## src/rtl/dino_jump_ctrl.sv

```systemverilog
// dino_jump_ctrl
//   Jump/duck physics and leg animation for the runner sprite.
//   The internal state (RUN/DUCK/AIR), height h and velocity v advance only on
//   phys_tick while enable is high. Renderer-facing outputs are registered
//   copies, so they show new values one clk after the updating edge.
//
// Ports
//   clk        in   system clock
//   rst        in   asynchronous active-high reset
//   phys_tick  in   one-clk pulse, advances one physics step
//   anim_tick  in   one-clk pulse, toggles the walk frame (RUN/DUCK only)
//   jump       in   debounced jump button (level, rising edge triggers)
//   duck       in   debounced duck button (level)
//   enable     in   game running; low freezes all state
//   dino_y     out  [31:0] foot-line Y = GROUND_Y - h
//   airborne   out  state is AIR
//   ducking    out  state is DUCK
//   leg_phase  out  walk sprite frame select
//   state      out  [1:0] RUN=0, DUCK=1, AIR=2
//
// Configuration macro
//   DINO_FAST_FALL_EN : when defined, holding duck in the air subtracts
//                       3*GRAVITY per tick instead of GRAVITY.
module dino_jump_ctrl #(
  parameter int GROUND_Y = 360,
  parameter int V0       = 12,
  parameter int GRAVITY  = 1
) (
  input  logic        clk,
  input  logic        rst,
  input  logic        phys_tick,
  input  logic        anim_tick,
  input  logic        jump,
  input  logic        duck,
  input  logic        enable,
  output logic [31:0] dino_y,
  output logic        airborne,
  output logic        ducking,
  output logic        leg_phase,
  output logic [1:0]  state
);

  typedef enum logic [1:0] {
    ST_RUN  = 2'd0,
    ST_DUCK = 2'd1,
    ST_AIR  = 2'd2
  } state_t;

  localparam logic signed [9:0] V0_S   = 10'(V0);
  localparam logic signed [9:0] GRAV_S = 10'(GRAVITY);
`ifdef DINO_FAST_FALL_EN
  localparam logic signed [9:0] FAST_S = 10'(3 * GRAVITY);
`endif

  state_t             r_state;
  logic        [7:0]  r_h;
  logic signed [7:0]  r_v;
  logic               r_pending;
  logic               r_jump_prev;
  logic               r_leg;
  logic        [31:0] r_dino_y;
  logic               r_airborne;
  logic               r_ducking;
  logic        [1:0]  r_state_out;

  logic               w_step;
  logic               w_rise;
  logic signed [9:0]  w_dec;
  logic signed [9:0]  w_sum;
  logic signed [9:0]  w_v_air;
  logic signed [9:0]  w_v_launch;

  // Clamp a 10-bit signed velocity into the 8-bit register, floor at -128.
  function automatic logic [7:0] sat8(input logic signed [9:0] x);
    if (x < -10'sd128)
      return 8'h80;
    else
      return x[7:0];
  endfunction

  always_comb begin
    w_step = phys_tick & enable;
    w_rise = jump & ~r_jump_prev;
    w_dec  = GRAV_S;
`ifdef DINO_FAST_FALL_EN
    if (duck)
      w_dec = FAST_S;
`endif
    // h is zero-extended and v sign-extended so the landing test is a true
    // signed compare with no wrap.
    w_sum      = $signed({2'b00, r_h}) + $signed({{2{r_v[7]}}, r_v});
    w_v_air    = $signed({{2{r_v[7]}}, r_v}) - w_dec;
    // The launch tick already counts as the first airborne step, so it uses
    // the same (possibly fast-fall) decrement as later AIR ticks.
    w_v_launch = V0_S - w_dec;
  end

  always_ff @(posedge clk or posedge rst) begin
    if (rst) begin
      r_state     <= ST_RUN;
      r_h         <= 8'd0;
      r_v         <= 8'sd0;
      r_pending   <= 1'b0;
      r_jump_prev <= 1'b0;
      r_leg       <= 1'b0;
      r_dino_y    <= 32'(GROUND_Y);
      r_airborne  <= 1'b0;
      r_ducking   <= 1'b0;
      r_state_out <= ST_RUN;
    end else begin
      // Edge detect keeps running while frozen so a press is not lost.
      r_jump_prev <= jump;

      // Any step outside RUN, or a step in RUN that launches, consumes the
      // request; otherwise a new rising edge arms it.
      if (w_step && (r_state != ST_RUN || r_pending))
        r_pending <= 1'b0;
      else if (w_rise)
        r_pending <= 1'b1;

      if (w_step) begin
        case (r_state)
          ST_RUN: begin
            if (r_pending) begin
              r_state <= ST_AIR;
              r_h     <= V0[7:0];
              r_v     <= sat8(w_v_launch);
            end else if (duck) begin
              r_state <= ST_DUCK;
              r_h     <= 8'd0;
              r_v     <= 8'sd0;
            end
          end
          ST_DUCK: begin
            if (!duck)
              r_state <= ST_RUN;
          end
          ST_AIR: begin
            if (w_sum <= 10'sd0) begin
              r_h     <= 8'd0;
              r_v     <= 8'sd0;
              r_state <= duck ? ST_DUCK : ST_RUN;
            end else begin
              r_h <= (w_sum > 10'sd255) ? 8'd255 : w_sum[7:0];
              r_v <= sat8(w_v_air);
            end
          end
          default: r_state <= ST_RUN;
        endcase
      end

      if (anim_tick && enable && r_state != ST_AIR)
        r_leg <= ~r_leg;

      // Output stage samples the internal state, giving a one-clk lag.
      r_dino_y    <= 32'(GROUND_Y) - {24'd0, r_h};
      r_airborne  <= (r_state == ST_AIR);
      r_ducking   <= (r_state == ST_DUCK);
      r_state_out <= r_state;
    end
  end

  assign dino_y    = r_dino_y;
  assign airborne  = r_airborne;
  assign ducking   = r_ducking;
  assign leg_phase = r_leg;
  assign state     = r_state_out;

endmodule

```

## config.mk

```make
export PLATFORM = sky130hd
export DESIGN_NAME = dino_jump_ctrl
export DESIGN_NICKNAME = d
export VERILOG_FILES = /design/src/rtl/dino_jump_ctrl.sv
export SDC_FILE = /design/constraint.sdc
export NUM_CORES = 1
export LEC_CHECK = 0
export ABC_AREA = 1
export CAP_MARGIN = 10
export CORE_MARGIN = 10
export CORE_UTILIZATION = 56
export DETAILED_ROUTE_END_ITERATION = 8
export HOLD_SLACK_MARGIN = 0.1
export PLACE_DENSITY = 0.85
export SLEW_MARGIN = 10
export SYNTH_ARGS = -nofsm -noshare
export SYNTH_HDL_FRONTEND = slang
export SYNTH_SLANG_ARGS = --single-unit
export TNS_END_PERCENT = 10
```

## constraint.sdc

```tcl
create_clock -name clk -period 3.36 [get_ports clk]
set_input_delay 0.672 -clock clk [delete_from_list [all_inputs] [get_ports clk]]
set_output_delay 0.672 -clock clk [all_outputs]
set_load 0.05 [all_outputs]
```

==> summary.json, run 1 <==
{
  "outcome": {
    "outcome": "finished clean"
  },
  "detailed_routing": {
    "avgViaCountPerCell": 5.15,
    "num_vias": 1873,
    "route.detailed.drc": 0,
    "drt_iter0_markers": 123,
    "detailedRoute.firstPassIterationCount": 4,
    "post_drt_wl_per_cell_um": 14.0,
    "drtAntennaViolNets": 0,
    "route.final.wire_length_um": 5080
  },
  "logic_synthesis": {
    "synth-seq-area-share_pct": 37.3,
    "synth_area_per_cell_um2": 8.00,
    "yosys_register_bits": 34,
    "synth.most_common_cell": "sky130_fd_sc_hd__nand2_1",
    "post-synth-top-area-fraction_pct": 32.7,
    "synth_edf_count": 0,
    "synth_cell_types": 33,
    "synthesis.instances": 287,
    "synth_area_um2": 2300,
    "async_reset_ff_share_pct": 100,
    "ys_top_cells_by_count": "sky130_fd_sc_hd__nand2_1 (67), sky130_fd_sc_hd__inv_1 (39), sky130_fd_sc_hd__dfrtp_1 (30), sky130_fd_sc_hd__nor2_1 (25), sky130_fd_sc_hd__buf_4 (24)",
    "ys_warn_count": 0,
    "synth.area.top_cells": "sky130_fd_sc_hd__dfrtp_1 (33%), sky130_fd_sc_hd__nand2_1 (11%), sky130_fd_sc_hd__buf_4 (7.8%)",
    "synth_top_flop_cell": "sky130_fd_sc_hd__dfrtp_1",
    "synth_top_cell_by_area": "sky130_fd_sc_hd__dfrtp_1"
  },
  "timing": {
    "finalSetupTns_ns": 0,
    "finalHoldViolCount": 0,
    "setup_repair_after_global_routing_missed_its_margin": "false",
    "fmaxAchievable_mhz": 396,
    "slew_violations": 0,
    "worst_pin_slew_ns": 0.529,
    "fin_crit_sh_pct": 75.2,
    "max_slew_margin_vs_limit_pct": 64.6,
    "timing.clock.skew_ns": 0.00353,
    "timing.final.setup_violations": 0,
    "period_needed_ns": 2.53
  },
  "pwr": {
    "power.leakage_nw": 1.31,
    "power.share.switching_pct": 51.0,
    "portion_of_total_power_attributed_to_the_clock_network_pct": 11.5,
    "power_density_nw_per_um2": 1050,
    "internal-power_mw": 1.31,
    "ir_drop_mv": 0.408,
    "share_comb_of_total_power_pct": 60.6,
    "seq_power_share_pct": 27.9,
    "net_load_switching_power_mw": 1.36
  },
  "die": {
    "core_region_area_um2": 3970,
    "initial_utilization_pct": 57.8,
    "num_rows": 23,
    "die_outline_area_um2": 7060,
    "die_height_um": 84.0,
    "chipWidth_um": 84.0,
    "pin_count": 44
  },
  "global_routing": {
    "grt.total_usage_pct": 14.4,
    "wire_length_of_the_first_global_routing_pass_um": 8510,
    "grt_antenna_before_repair": 0,
    "grt.overflow.total": 0,
    "via_count_of_the_first_global_routing_pass": 1910,
    "grt_max_degree": 35
  },
  "clock_tree": {
    "h_tree_lvl_count": 2,
    "cts-buffers-inserted": 5,
    "numClockSinks": 34,
    "clk_transition_reported_paths_ns": 0.07,
    "post-cts-setup-buffers": 0,
    "postCtsResizedCells": 0,
    "clk_root_buffer_cell": "sky130_fd_sc_hd__clkbuf_8",
    "clock_latency_of_the_later_clocked_register_in_the_worst_skew_pair_ns": 0.28,
    "cts_hold_repair.buffers": 0,
    "tritoncts": "done",
    "cts_max_path_buffers": 2
  },
  "worst_setup_path": {
    "cp.buffers_inverters": 2,
    "cpMaxStageDelayCell": "sky130_fd_sc_hd__dfrtp_1",
    "critPathMaxFanout": 12,
    "setup_crit_start_kind": "flip-flop",
    "worstPathCellList": "ha_1 -> inv_1 -> fa_1 -> inv_1 -> nand3_1 -> nand2_1 -> nand2_1 -> nand3_1 -> o21ai_1 -> nand2_1 -> nand3_2 -> o21ai_1",
    "path_delay_family": "simple AND/OR/NAND/NOR gates",
    "arrival_ns": 2.73,
    "crit_top_cell": "sky130_fd_sc_hd__nand2_1",
    "worstSetupEndpointType": "flip-flop",
    "timing.critical_path.required_ns": 3.56,
    "worst-setup-path-type": "reg -> reg",
    "crit_path_max_incr_delay_ns": 0.41
  },
  "layout": {
    "layout.area.seq_um2": 856,
    "instances_no_fill": 364,
    "drive_above_1_share_pct": 12.1,
    "postLayoutCoreUtil_pct": 64.4,
    "nFillCells": 352,
    "final_nets": 332,
    "antenna_cells": 0,
    "area.growth.synth_to_final_pct": 11.3,
    "multi_input_comb_area_um2": 1170
  },
  "placed_design": {
    "placedCellCount": 356,
    "gp_congestion": 0.924,
    "numPortBuffers": 20,
    "detailed_place_hpwl_um": 4020
  },
  "job": {
    "timing.max_cap.violations": 0
  },
  "min_path": {
    "hold_path_class": "reg -> reg"
  }
}
-- metal layers --
metal,up-vias,track usage [%],share of wire [%]
li1,912,-,-
met1,883,15.8,41
met2,66,25.0,50
met3,12,4.30,6.4
met4,0,6.24,2.0
met5,-,0,0
-- sequential cells by signal (all words and copies together) (netlist names) --
name	cells
r_h	8
airborne	1
ducking	1
r_state	2
r_jump_prev	1
dino_y	9
leg_phase	1
r_pending	1
state	2
r_v	8
-- final timing paths --
path	from	slack (ns)	end	cells after the start
setup / recovery	r_v[0]$_DFFE_PP0P_	0.83	r_h[2]$_DFFE_PP0P_	12
max in group asynchronous	rst	2.26	dino_y[5]$_DFF_PP1_	3
hold / removal	r_h[0]$_DFFE_PP0P_	0.43	dino_y[0]$_DFF_PP0_	0
setup reg to reg	r_v[0]$_DFFE_PP0P_	0.83	r_h[2]$_DFFE_PP0P_	12
min in group asynchronous	rst	0.77	state[1]$_DFF_PP0_	3
hold reg to reg	r_h[0]$_DFFE_PP0P_	0.43	dino_y[0]$_DFF_PP0_	0
-- stage by stage --
| stage | power (mW) | worst slack (ns) | hold WS (ns) | cell area, µm² |
|---|---|---|---|---|
| after CTS | 2.68 | 0.848 | 0.431 | 2560 |
| after floorplan | 1.98 | 1.31 | 0.380 | 2380 |
| final | 2.68 | 0.833 | 0.428 | 2560 |
| after global routing | 2.88 | 0.662 | 0.440 | 2560 |
| after detailed placement | 2.36 | 0.819 | 0.422 | 2460 |
| after global placement | 2.30 | 0.901 | 0.410 | 2460 |
-- cells in the final DEF (no fill, tap or decap) --
cell	Yosys	final
sky130_fd_sc_hd__a21oi_1	10	10
sky130_fd_sc_hd__ha_1	11	11
sky130_fd_sc_hd__inv_2	3	3
sky130_fd_sc_hd__clkbuf_1	0	1
sky130_fd_sc_hd__o22ai_2	6	6
sky130_fd_sc_hd__dfstp_2	4	4
sky130_fd_sc_hd__o21ai_2	4	4
sky130_fd_sc_hd__dfrtp_1	30	30
sky130_fd_sc_hd__nand2_2	3	3
sky130_fd_sc_hd__xor2_1	7	7
sky130_fd_sc_hd__nor2_2	1	1
sky130_fd_sc_hd__nor2_1	25	25
sky130_fd_sc_hd__a21oi_2	2	2
sky130_fd_sc_hd__o21bai_1	4	4
sky130_fd_sc_hd__or2_1	1	1
sky130_fd_sc_hd__o21ai_0	4	4
sky130_fd_sc_hd__xnor2_1	5	5
sky130_fd_sc_hd__a31oi_1	1	1
sky130_fd_sc_hd__clkbuf_8	0	6
sky130_fd_sc_hd__nand3b_1	1	1
sky130_fd_sc_hd__conb_1	1	23
sky130_fd_sc_hd__nor3_1	2	2
sky130_fd_sc_hd__o21ai_1	4	4
sky130_fd_sc_hd__nor2_4	1	1
sky130_fd_sc_hd__nand4_1	3	3
sky130_fd_sc_hd__inv_1	39	39
sky130_fd_sc_hd__nand3_2	3	3
sky130_fd_sc_hd__buf_4	24	2
sky130_fd_sc_hd__fa_1	1	1
sky130_fd_sc_hd__nand4_2	1	1
sky130_fd_sc_hd__clkinv_2	0	1
sky130_fd_sc_hd__a21oi_4	1	1
sky130_fd_sc_hd__nand3_1	16	16
sky130_fd_sc_hd__a21boi_0	1	1
sky130_fd_sc_hd__clkdlybuf4s50_1	0	20
sky130_fd_sc_hd__nand2_1	67	67
-- logic make-up after synthesis --
| family | synth area share (%) |
|---|---|
| and+or+nand+nor | 23.8 |
| buffers and inverters | 15.2 |
| AOI/OAI and AO/OA | 12.1 |
| DFF | 37.3 |
| xor gates and xnor gates | 4.58 |
| adders and majority gates | 6.87 |
| other | 0.163 |
-- power by group through the flow --
stage	combinational [mW]	sequential, mW	clock (mW)
6_report	1.62	0.747	0.308
4_1_cts	1.62	0.745	0.313
3_3_place_gp	1.56	0.741	0
2_1_floorplan	1.03	0.951	0
3_5_place_dp	1.61	0.752	0
5_1_grt	1.78	0.771	0.330
-- area by class of cell --
cell class | instances | share of cell area (%)
Tap cell | 50 | 2.45
Clock inverter | 1 | 0.196
Timing Repair Buffer | 22 | 8.42
Multi-Input combinational cell | 208 | 45.9
Sequential cell | 34 | 33.5
Inverter | 42 | 6.17
Clock buffer | 7 | 3.38
-- worst register-to-register path: stages (launching register included) --
cell and delay [ns]:
sky130_fd_sc_hd__dfrtp_1 0.41, sky130_fd_sc_hd__ha_1 0.25, sky130_fd_sc_hd__inv_1 0.07, sky130_fd_sc_hd__fa_1 0.39, sky130_fd_sc_hd__inv_1 0.12, sky130_fd_sc_hd__nand3_1 0.11
sky130_fd_sc_hd__nand2_1 0.12, sky130_fd_sc_hd__nand2_1 0.06, sky130_fd_sc_hd__nand3_1 0.15, sky130_fd_sc_hd__o21ai_1 0.09, sky130_fd_sc_hd__nand2_1 0.14, sky130_fd_sc_hd__nand3_2 0.32
sky130_fd_sc_hd__o21ai_1 0.24
(Power assumes the default switching activity.)
==> run 2, diff against run 1 <==
--- a/config.mk
+++ b/config.mk
@@ -8,10 +8,10 @@
 export ABC_AREA = 1
 export CAP_MARGIN = 10
 export CORE_MARGIN = 10
-export CORE_UTILIZATION = 56
+export CORE_UTILIZATION = 52
 export DETAILED_ROUTE_END_ITERATION = 8
 export HOLD_SLACK_MARGIN = 0.1
-export PLACE_DENSITY = 0.85
+export PLACE_DENSITY = 0.8
 export SLEW_MARGIN = 10
 export SYNTH_ARGS = -nofsm -noshare
 export SYNTH_HDL_FRONTEND = slang
==> constraint.sdc (replaced) <==
create_clock -name clk -period 2.45 [get_ports clk]
set_input_delay 0.49 -clock clk [delete_from_list [all_inputs] [get_ports clk]]
set_output_delay 0.49 -clock clk [all_outputs]
set_load 0.05 [all_outputs]
==> run 2 against run 1 <==
  * Power rose by 40%
  * Highest routed layer unchanged
  * Critical path depth stayed put
  * Largest power group unchanged
  * Register-to-register slack worse by 0.64 ns
  * Clock skew up 0.0016 ns
  * Largest cell class unchanged
  * First-iteration DRC count rose by 37%
  * Clock power up 42%
  * Worst setup slack lost 0.64 ns
  * Flip-flop and latch count is the same
  * Sequential share of layout area shrank 0.56 points
==> summary.json, run 2 (same netlist as run 1, synthesis figures left out) <==
{
  "global_routing": {
    "grt_max_degree": {"value": 35, "change": "unchanged"},
    "grt.total_usage": {"value": 14.1, "unit": "%", "change": "-0.38 points"},
    "via_count_of_the_first_global_routing_pass": {"value": 1796, "change": "-6.0%"},
    "grt.overflow.total": {"value": 0, "change": "unchanged"},
    "grt_antenna_before_repair": {"value": 0, "change": "unchanged"},
    "wire_length_of_the_first_global_routing_pass": {"value": 8500, "unit": "µm", "change": "-0.16%"}
  },
  "layout": {
    "area.growth.synth_to_final_pct": 13.2,
    "max_reg_flops": {"value": 9, "change": "unchanged"},
    "drive_above_1_share": {"value": 13.6, "unit": "%", "change": "+1.5 points"},
    "postLayoutCoreUtil": {"value": 60.1, "unit": "%", "change": "-4.2 points"},
    "final_nets": {"value": 334, "change": "+0.60%"},
    "nFillCells": {"value": 404, "change": "+15%"},
    "layout.cells.most_common_list": "sky130_fd_sc_hd__nand2_1 (66), sky130_fd_sc_hd__inv_1 (39), sky130_fd_sc_hd__dfrtp_1 (30)",
    "mostFrequentLayoutCell": "sky130_fd_sc_hd__nand2_1",
    "antenna_cells": {"value": 0, "change": "unchanged"}
  },
  "detailed_routing": {
    "route.final.wire_length": {"value": 5210, "unit": "µm", "change": "+2.6%"},
    "num_vias": {"value": 1828, "change": "-2.4%"},
    "route.detailed.drc": {"value": 0, "change": "unchanged"},
    "drt_iter0_markers": {"value": 169, "change": "+37%"},
    "post_drt_wl_per_cell": {"value": 14.2, "unit": "µm", "change": "+1.5%"},
    "drtAntennaViolNets": {"value": 0, "change": "unchanged"},
    "avgViaCountPerCell": {"value": 4.97, "change": "-3.5%"},
    "detailedRoute.firstPassIterationCount": {"value": 4, "change": "unchanged"}
  },
  "clock_tree": {
    "numClockSinks": {"value": 34, "change": "unchanged"},
    "h_tree_lvl_count": {"value": 2, "change": "unchanged"},
    "cts_max_path_buffers": {"value": 2, "change": "unchanged"},
    "clock_latency_of_the_later_clocked_register_in_the_worst_skew_pair": {"value": 0.29, "unit": "ns", "change": "about the same"},
    "clk_transition_reported_paths": {"value": 0.07, "unit": "ns", "change": "about the same"},
    "clk_root_buffer_cell": "sky130_fd_sc_hd__clkbuf_8",
    "cts-buffers-inserted": {"value": 5, "change": "unchanged"},
    "tritoncts": "done",
    "cts_hold_repair.buffers": {"value": 0, "change": "unchanged"}
  },
  "timing": {
    "timing.final.setup_violations": {"value": 0, "change": "unchanged"},
    "fmaxAchievable": {"value": 443, "unit": "MHz", "change": "+12%"},
    "finalHoldViolCount": {"value": 0, "change": "unchanged"},
    "slew_violations": {"value": 0, "change": "unchanged"},
    "period_needed": {"value": 2.26, "unit": "ns", "change": "-0.272 ns"},
    "timing.clock.skew": {"value": 0.00508, "unit": "ns", "change": "+0.00156 ns"},
    "finalSetupTns": {"value": 0, "unit": "ns", "change": "unchanged"},
    "max_slew_margin_vs_limit": {"value": 64.7, "unit": "%", "change": "+0.10 points"},
    "layout_setup_ws": {"value": 0.195, "unit": "ns", "change": "-0.638 ns"},
    "fin_crit_sh": {"value": 92.1, "unit": "%", "change": "+17 points"},
    "worst_pin_slew": {"value": 0.528, "unit": "ns", "change": "-0.00127 ns"},
    "setup_repair_after_global_routing_missed_its_margin": "false"
  },
  "die": {
    "die_height": {"value": 86.4, "unit": "µm", "change": "+2.9%"},
    "chipWidth": {"value": 86.4, "unit": "µm", "change": "+2.9%"},
    "pin_count": {"value": 44, "change": "unchanged"},
    "initial_utilization": {"value": 53.1, "unit": "%", "change": "-4.7 points"},
    "die_outline_area": {"value": 7470, "unit": "µm²", "change": "+5.8%"},
    "num_rows": {"value": 24, "change": "+4.3%"},
    "core_region_area": {"value": 4320, "unit": "µm²", "change": "+8.9%"}
  },
  "worst_setup_path": {
    "cpMaxStageDelayCell": "sky130_fd_sc_hd__dfrtp_1",
    "worstSetupEndpointType": "flip-flop",
    "worst-setup-path-type": "reg -> reg",
    "worstPathCellList": "ha_4 -> inv_1 -> fa_1 -> inv_1 -> nand3_1 -> nand2_1 -> nand2_1 -> nand3_1 -> o21ai_1 -> nand2_2 -> nand4_1 -> o21bai_1",
    "critPathMaxFanout": {"value": 4, "change": "-8"},
    "timing.critical_path.required": {"value": 2.66, "unit": "ns", "change": "-0.90 ns"},
    "arrival": {"value": 2.47, "unit": "ns", "change": "-0.26 ns"},
    "crit_path_max_incr_delay": {"value": 0.43, "unit": "ns", "change": "+0.02 ns"},
    "setup_crit_start_kind": "flip-flop"
  },
  "pwr": {
    "internal-power": {"value": 1.83, "unit": "mW", "change": "+40%"},
    "net_load_switching_power": {"value": 1.91, "unit": "mW", "change": "+40%"},
    "power.share.switching": {"value": 51.0, "unit": "%", "change": "+0.059 points"},
    "portion_of_total_power_attributed_to_the_clock_network": {"value": 11.7, "unit": "%", "change": "+0.2 points"},
    "ir_drop": {"value": 0.576, "unit": "mV", "change": "+41%"},
    "power.leakage": {"value": 1.32, "unit": "nW", "change": "+0.61%"},
    "power_density": {"value": 1440, "unit": "nW/µm²", "change": "+37%"},
    "power": {"value": 3.74, "unit": "mW", "change": "+40%"},
    "share_comb_of_total_power": {"value": 60.8, "unit": "%", "change": "+0.2 points"},
    "seq_power_share": {"value": 27.5, "unit": "%", "change": "-0.4 points"}
  },
  "outcome": {
    "outcome": "finished clean"
  },
  "min_path": {
    "hold_path_class": "reg -> reg"
  },
  "placed_design": {
    "dp_worst_setup_slack": {"value": 0.0641, "unit": "ns", "change": "-0.755 ns"},
    "gp_congestion": {"value": 0.896, "change": "-3.0%"},
    "numPortBuffers": {"value": 20, "change": "unchanged"},
    "detailed_place_hpwl": {"value": 4190, "unit": "µm", "change": "+4.4%"}
  },
  "job": {
    "timing.max_cap.violations": {"value": 0, "change": "unchanged"}
  }
}
-- run 2: cell count changes in the layout (fill, tap and decap cells not counted), sizes merged --
cell      change
clkinvlp      +1
buf           +2
clkbuf        -1
-- run 2: cell type report --
cell class	count	area (µm²)	share of cell area, %
tap	52	65.1	2.50
sequential	34	856	32.9
multi-input combinational	208	1200	46.0
inverter	42	158	6.06
clock buffer	6	82.6	3.18
clock inverter	2	12.5	0.481
timing repair buffer	24	230	8.85
-- run 2: metrics by stage --
step | instances | instance area, µm² | hold WS (ns)
6_report | 368 | 2600 | 0.464
5_1_grt | 368 | 2600 | 0.469
4_1_cts | 367 | 2570 | 0.446
3_5_place_dp | 359 | 2470 | 0.429
3_3_place_gp | 359 | 2470 | 0.420
2_1_floorplan | 309 | 2380 | 0.380
-- run 2: worst max-delay path: cells and delay by family, from the launching register on --
kind | cells | cell delay (ns)
compound gates | 2 | 0.32
fa+ha+maj | 2 | 0.55
buf+inv | 2 | 0.14
flops | 1 | 0.43
simple gates | 6 | 0.73
-- run 2: per-layer routing --
metal | vias to the layer above | routed length, µm | track usage (%)
met5 | - | 0 | 0
met4 | 0 | 81 | 5.89
met3 | 9 | 244 | 2.72
met2 | 45 | 2600 | 23.6
met1 | 855 | 2290 | 17.1
li1 | 919 | - | -
-- run 2: repair_timing --
item / 4_1_cts / 5_1_grt
setup buffers: 0 / 1
setup endpoints to repair: 0 / 18
gates resized for setup: 0 / 4
-- run 2: power by group through the flow --
stage	Clock [mW]	Sequential [mW]	Combinational (mW)
floorplan	0	1.30	1.41
global placement	0	1.01	2.19
detailed placement	0	1.03	2.23
CTS	0.442	1.02	2.23
global route	0.467	1.06	2.50
finish	0.438	1.03	2.27
-- run 2: final timing paths --
| kind | startpoint | endpoint | slack, ns | depth (start not counted) |
|---|---|---|---|---|
| min | r_state[1]$_DFFE_PP0P_ | state[1]$_DFF_PP0_ | 0.46 | 0 |
| min reg2reg | r_state[1]$_DFFE_PP0P_ | state[1]$_DFF_PP0_ | 0.46 | 0 |
| max in group asynchronous | rst | dino_y[6]$_DFF_PP1_ | 1.53 | 3 |
| max reg2reg | r_h[0]$_DFFE_PP0P_ | r_v[6]$_DFFE_PP0P_ | 0.19 | 12 |
| max | r_h[0]$_DFFE_PP0P_ | r_v[6]$_DFFE_PP0P_ | 0.19 | 12 |
| min in group asynchronous | rst | leg_phase$_DFFE_PP0P_ | 0.59 | 3 |
==> run 3, diff against run 2 <==
--- a/config.mk
+++ b/config.mk
@@ -8,10 +8,9 @@
 export ABC_AREA = 1
 export CAP_MARGIN = 10
 export CORE_MARGIN = 10
-export CORE_UTILIZATION = 52
+export CORE_UTILIZATION = 40
 export DETAILED_ROUTE_END_ITERATION = 8
 export HOLD_SLACK_MARGIN = 0.1
-export PLACE_DENSITY = 0.8
 export SLEW_MARGIN = 10
 export SYNTH_ARGS = -nofsm -noshare
 export SYNTH_HDL_FRONTEND = slang
==> run 3 against run 2 <==
  * First-iteration DRC count is 32% lower
  * Cell area is 3.5% higher
  * Critical path depth stayed put
  * Register-to-register slack better by 0.06 ns
  * Hold slack worse by 0.0074 ns
  * Worst setup slack better by 0.057 ns
  * Highest routed layer unchanged
  * Non-clock buffer count is 2 higher
  * Sequential share of layout area is 1.1 points lower
==> summary.json, run 3 (same netlist as run 1, synthesis figures left out) <==
{
  "outcome": {
    "outcome": "finished clean"
  },
  "timing": {
    "layout_setup_ws": {"value": 0.251, "unit": "ns", "change": "+0.0566 ns"},
    "fin_crit_sh": {"value": 89.7, "unit": "%", "change": "-2.3 points"},
    "timing.clock.skew": {"value": 0.00653, "unit": "ns", "change": "+0.00145 ns"},
    "finalHoldViolCount": {"value": 0, "change": "unchanged"},
    "whs": {"value": 0.456, "unit": "ns", "change": "-0.00740 ns"},
    "setup_repair_after_global_routing_missed_its_margin": "false",
    "finalSetupTns": {"value": 0, "unit": "ns", "change": "unchanged"},
    "max_slew_margin_vs_limit": {"value": 65.6, "unit": "%", "change": "+0.92 points"},
    "worst_pin_slew": {"value": 0.514, "unit": "ns", "change": "-0.0138 ns"},
    "slew_violations": {"value": 0, "change": "unchanged"},
    "fmaxAchievable": {"value": 455, "unit": "MHz", "change": "+2.6%"},
    "period_needed": {"value": 2.20, "unit": "ns", "change": "-0.0566 ns"},
    "timing.final.setup_violations": {"value": 0, "change": "unchanged"}
  },
  "clock_tree": {
    "numClockSinks": {"value": 34, "change": "unchanged"},
    "tritoncts": "done",
    "cts-buffers-inserted": {"value": 5, "change": "unchanged"},
    "clock_latency_of_the_later_clocked_register_in_the_worst_skew_pair": {"value": 0.29, "unit": "ns", "change": "about the same"},
    "clk_transition_reported_paths": {"value": 0.08, "unit": "ns", "change": "about the same"},
    "clk_root_buffer_cell": "sky130_fd_sc_hd__clkbuf_8",
    "post-cts-setup-buffers": {"value": 0, "change": "unchanged"},
    "h_tree_lvl_count": {"value": 2, "change": "unchanged"},
    "cts_max_path_buffers": {"value": 2, "change": "unchanged"}
  },
  "detailed_routing": {
    "detailedRoute.firstPassIterationCount": {"value": 6, "change": "+2"},
    "route.detailed.drc": {"value": 0, "change": "unchanged"},
    "post_drt_wl_per_cell": {"value": 13.4, "unit": "µm", "change": "-5.7%"},
    "num_vias": {"value": 1826, "change": "-0.11%"},
    "drtAntennaViolNets": {"value": 0, "change": "unchanged"},
    "avgViaCountPerCell": {"value": 4.68, "change": "-5.7%"},
    "drt_iter0_markers": {"value": 115, "change": "-32%"},
    "route.final.wire_length": {"value": 5210, "unit": "µm", "change": "about the same"}
  },
  "pwr": {
    "ir_drop": {"value": 0.567, "unit": "mV", "change": "-1.5%"},
    "power_density": {"value": 1460, "unit": "nW/µm²", "change": "+1.4%"},
    "power.leakage": {"value": 1.36, "unit": "nW", "change": "+2.8%"}
  },
  "die": {
    "core_region_area": {"value": 5540, "unit": "µm²", "change": "+28%"},
    "pin_count": {"value": 44, "change": "unchanged"},
    "chipWidth": {"value": 95.8, "unit": "µm", "change": "+11%"},
    "initial_utilization": {"value": 41.4, "unit": "%", "change": "-12 points"},
    "die_outline_area": {"value": 9170, "unit": "µm²", "change": "+23%"},
    "num_rows": {"value": 27, "change": "+13%"},
    "die_height": {"value": 95.8, "unit": "µm", "change": "+11%"}
  },
  "global_routing": {
    "grt_antenna_before_repair": {"value": 0, "change": "unchanged"},
    "grt_max_degree": {"value": 35, "change": "unchanged"},
    "via_count_of_the_first_global_routing_pass": {"value": 1712, "change": "-4.7%"},
    "wire_length_of_the_first_global_routing_pass": {"value": 8270, "unit": "µm", "change": "-2.7%"},
    "grt.overflow.total": {"value": 0, "change": "unchanged"},
    "grt.total_usage": {"value": 11.6, "unit": "%", "change": "-2.5 points"}
  },
  "placed_design": {
    "placedCellCount": {"value": 382, "change": "+6.4%"},
    "numPortBuffers": {"value": 20, "change": "unchanged"},
    "detailed_place_hpwl": {"value": 4180, "unit": "µm", "change": "-0.38%"},
    "dpl_cell_area": {"value": 2520, "unit": "µm²", "change": "+1.9%"},
    "gp_congestion": {"value": 0.903, "change": "+0.78%"},
    "dp_worst_setup_slack": {"value": 0.0657, "unit": "ns", "change": "+0.00159 ns"}
  },
  "layout": {
    "max_reg_flops": {"value": 9, "change": "unchanged"},
    "stdcell_area": {"value": 2690, "unit": "µm²", "change": "+3.5%"},
    "antenna_cells": {"value": 0, "change": "unchanged"},
    "layout.cells.most_common_list": "sky130_fd_sc_hd__nand2_1 (66), sky130_fd_sc_hd__inv_1 (38), sky130_fd_sc_hd__dfrtp_1 (30)",
    "instances_no_fill": {"value": 390, "change": "+6.0%"},
    "area.growth.synth_to_final_pct": 17.2,
    "final_nets": {"value": 336, "change": "+0.60%"},
    "drive_above_1_share": {"value": 15.1, "unit": "%", "change": "+1.5 points"},
    "mostFrequentLayoutCell": "sky130_fd_sc_hd__nand2_1",
    "nFillCells": {"value": 575, "change": "+42%"}
  },
  "worst_setup_path": {
    "worstSetupEndpointType": "flip-flop",
    "worst-setup-path-type": "reg -> reg",
    "timing.critical_path.required": {"value": 2.62, "unit": "ns", "change": "-0.04 ns"},
    "arrival": {"value": 2.37, "unit": "ns", "change": "-0.10 ns"},
    "critPathMaxFanout": {"value": 4, "change": "unchanged"},
    "setup_crit_start_kind": "flip-flop"
  },
  "min_path": {
    "hold_path_class": "reg -> reg"
  },
  "job": {
    "timing.max_cap.violations": {"value": 0, "change": "unchanged"}
  }
}
## run 3: path summary, 6_finish.rpt
| check | slack [ns] | cells past startpoint | start | endpoint |
|---|---|---|---|---|
| setup / recovery | 0.25 | 12 | r_v[0]$_DFFE_PP0P_ | r_v[6]$_DFFE_PP0P_ |
| hold / removal | 0.46 | 0 | r_state[1]$_DFFE_PP0P_ | state[1]$_DFF_PP0_ |
| setup reg to reg | 0.25 | 12 | r_v[0]$_DFFE_PP0P_ | r_v[6]$_DFFE_PP0P_ |
| hold reg to reg | 0.46 | 0 | r_state[1]$_DFFE_PP0P_ | state[1]$_DFF_PP0_ |
| max in group asynchronous | 1.51 | 3 | rst | dino_y[6]$_DFF_PP1_ |
| min in group asynchronous | 0.59 | 3 | rst | r_state[1]$_DFFE_PP0P_ |
## run 3: critical path, cell delays in order, from the launching register on
cell                       delay, ns
sky130_fd_sc_hd__dfrtp_1        0.42
sky130_fd_sc_hd__ha_4           0.17
sky130_fd_sc_hd__inv_1          0.05
sky130_fd_sc_hd__fa_1           0.50
sky130_fd_sc_hd__nand2_1        0.06
sky130_fd_sc_hd__a21oi_1        0.11
sky130_fd_sc_hd__nand3_1        0.09
sky130_fd_sc_hd__nor2_1         0.09
sky130_fd_sc_hd__nand3_1        0.08
sky130_fd_sc_hd__nor2_2         0.10
sky130_fd_sc_hd__nand2_2        0.08
sky130_fd_sc_hd__nand4_1        0.23
sky130_fd_sc_hd__o21bai_1       0.11
## run 3: area by class of cell
| cell class | count | area (µm²) | area share [%] |
|---|---|---|---|
| clock buffers | 5 | 68.8 | 2.56 |
| clock inverters | 3 | 68.8 | 2.56 |
| inverters | 42 | 158 | 5.86 |
| multi-input cells | 208 | 1200 | 44.7 |
| flip-flops and latches | 34 | 856 | 31.8 |
| well taps | 72 | 90.1 | 3.35 |
| repair buffers | 26 | 245 | 9.12 |
## run 3: power breakdown
part	switching (mW)	internal (mW)	leakage, nW
clock network	0.224	0.408	0.0683
logic	1.49	0.804	0.854
registers	0.187	0.811	0.434
total	1.90	2.02	1.36
## run 3: metal layers
| layer | part of all wire [%] | vias up | track usage [%] | routed length [µm] |
|---|---|---|---|---|
| met2 | 47 | 48 | 18.3 | 2440 |
| met3 | 4.3 | 10 | 2.65 | 223 |
| met4 | 2.5 | 0 | 4.67 | 128 |
| met5 | 0 | - | 0 | 0 |
| li1 | - | 922 | - | - |
| met1 | 46 | 846 | 15.0 | 2410 |
## run 3: timing repair
action	CTS	global route
hold buffers	0	0
endpoints found under the setup margin	0	18
gates resized for setup	0	7
## run 3: metrics by stage
stage | total power, mW | utilization (%)
detailed placement | 3.27 | 45.5
CTS | 3.91 | 48.0
finish | 3.93 | 48.6
global placement | 3.25 | 45.5
global route | 4.26 | 48.6
floorplan | 2.71 | -
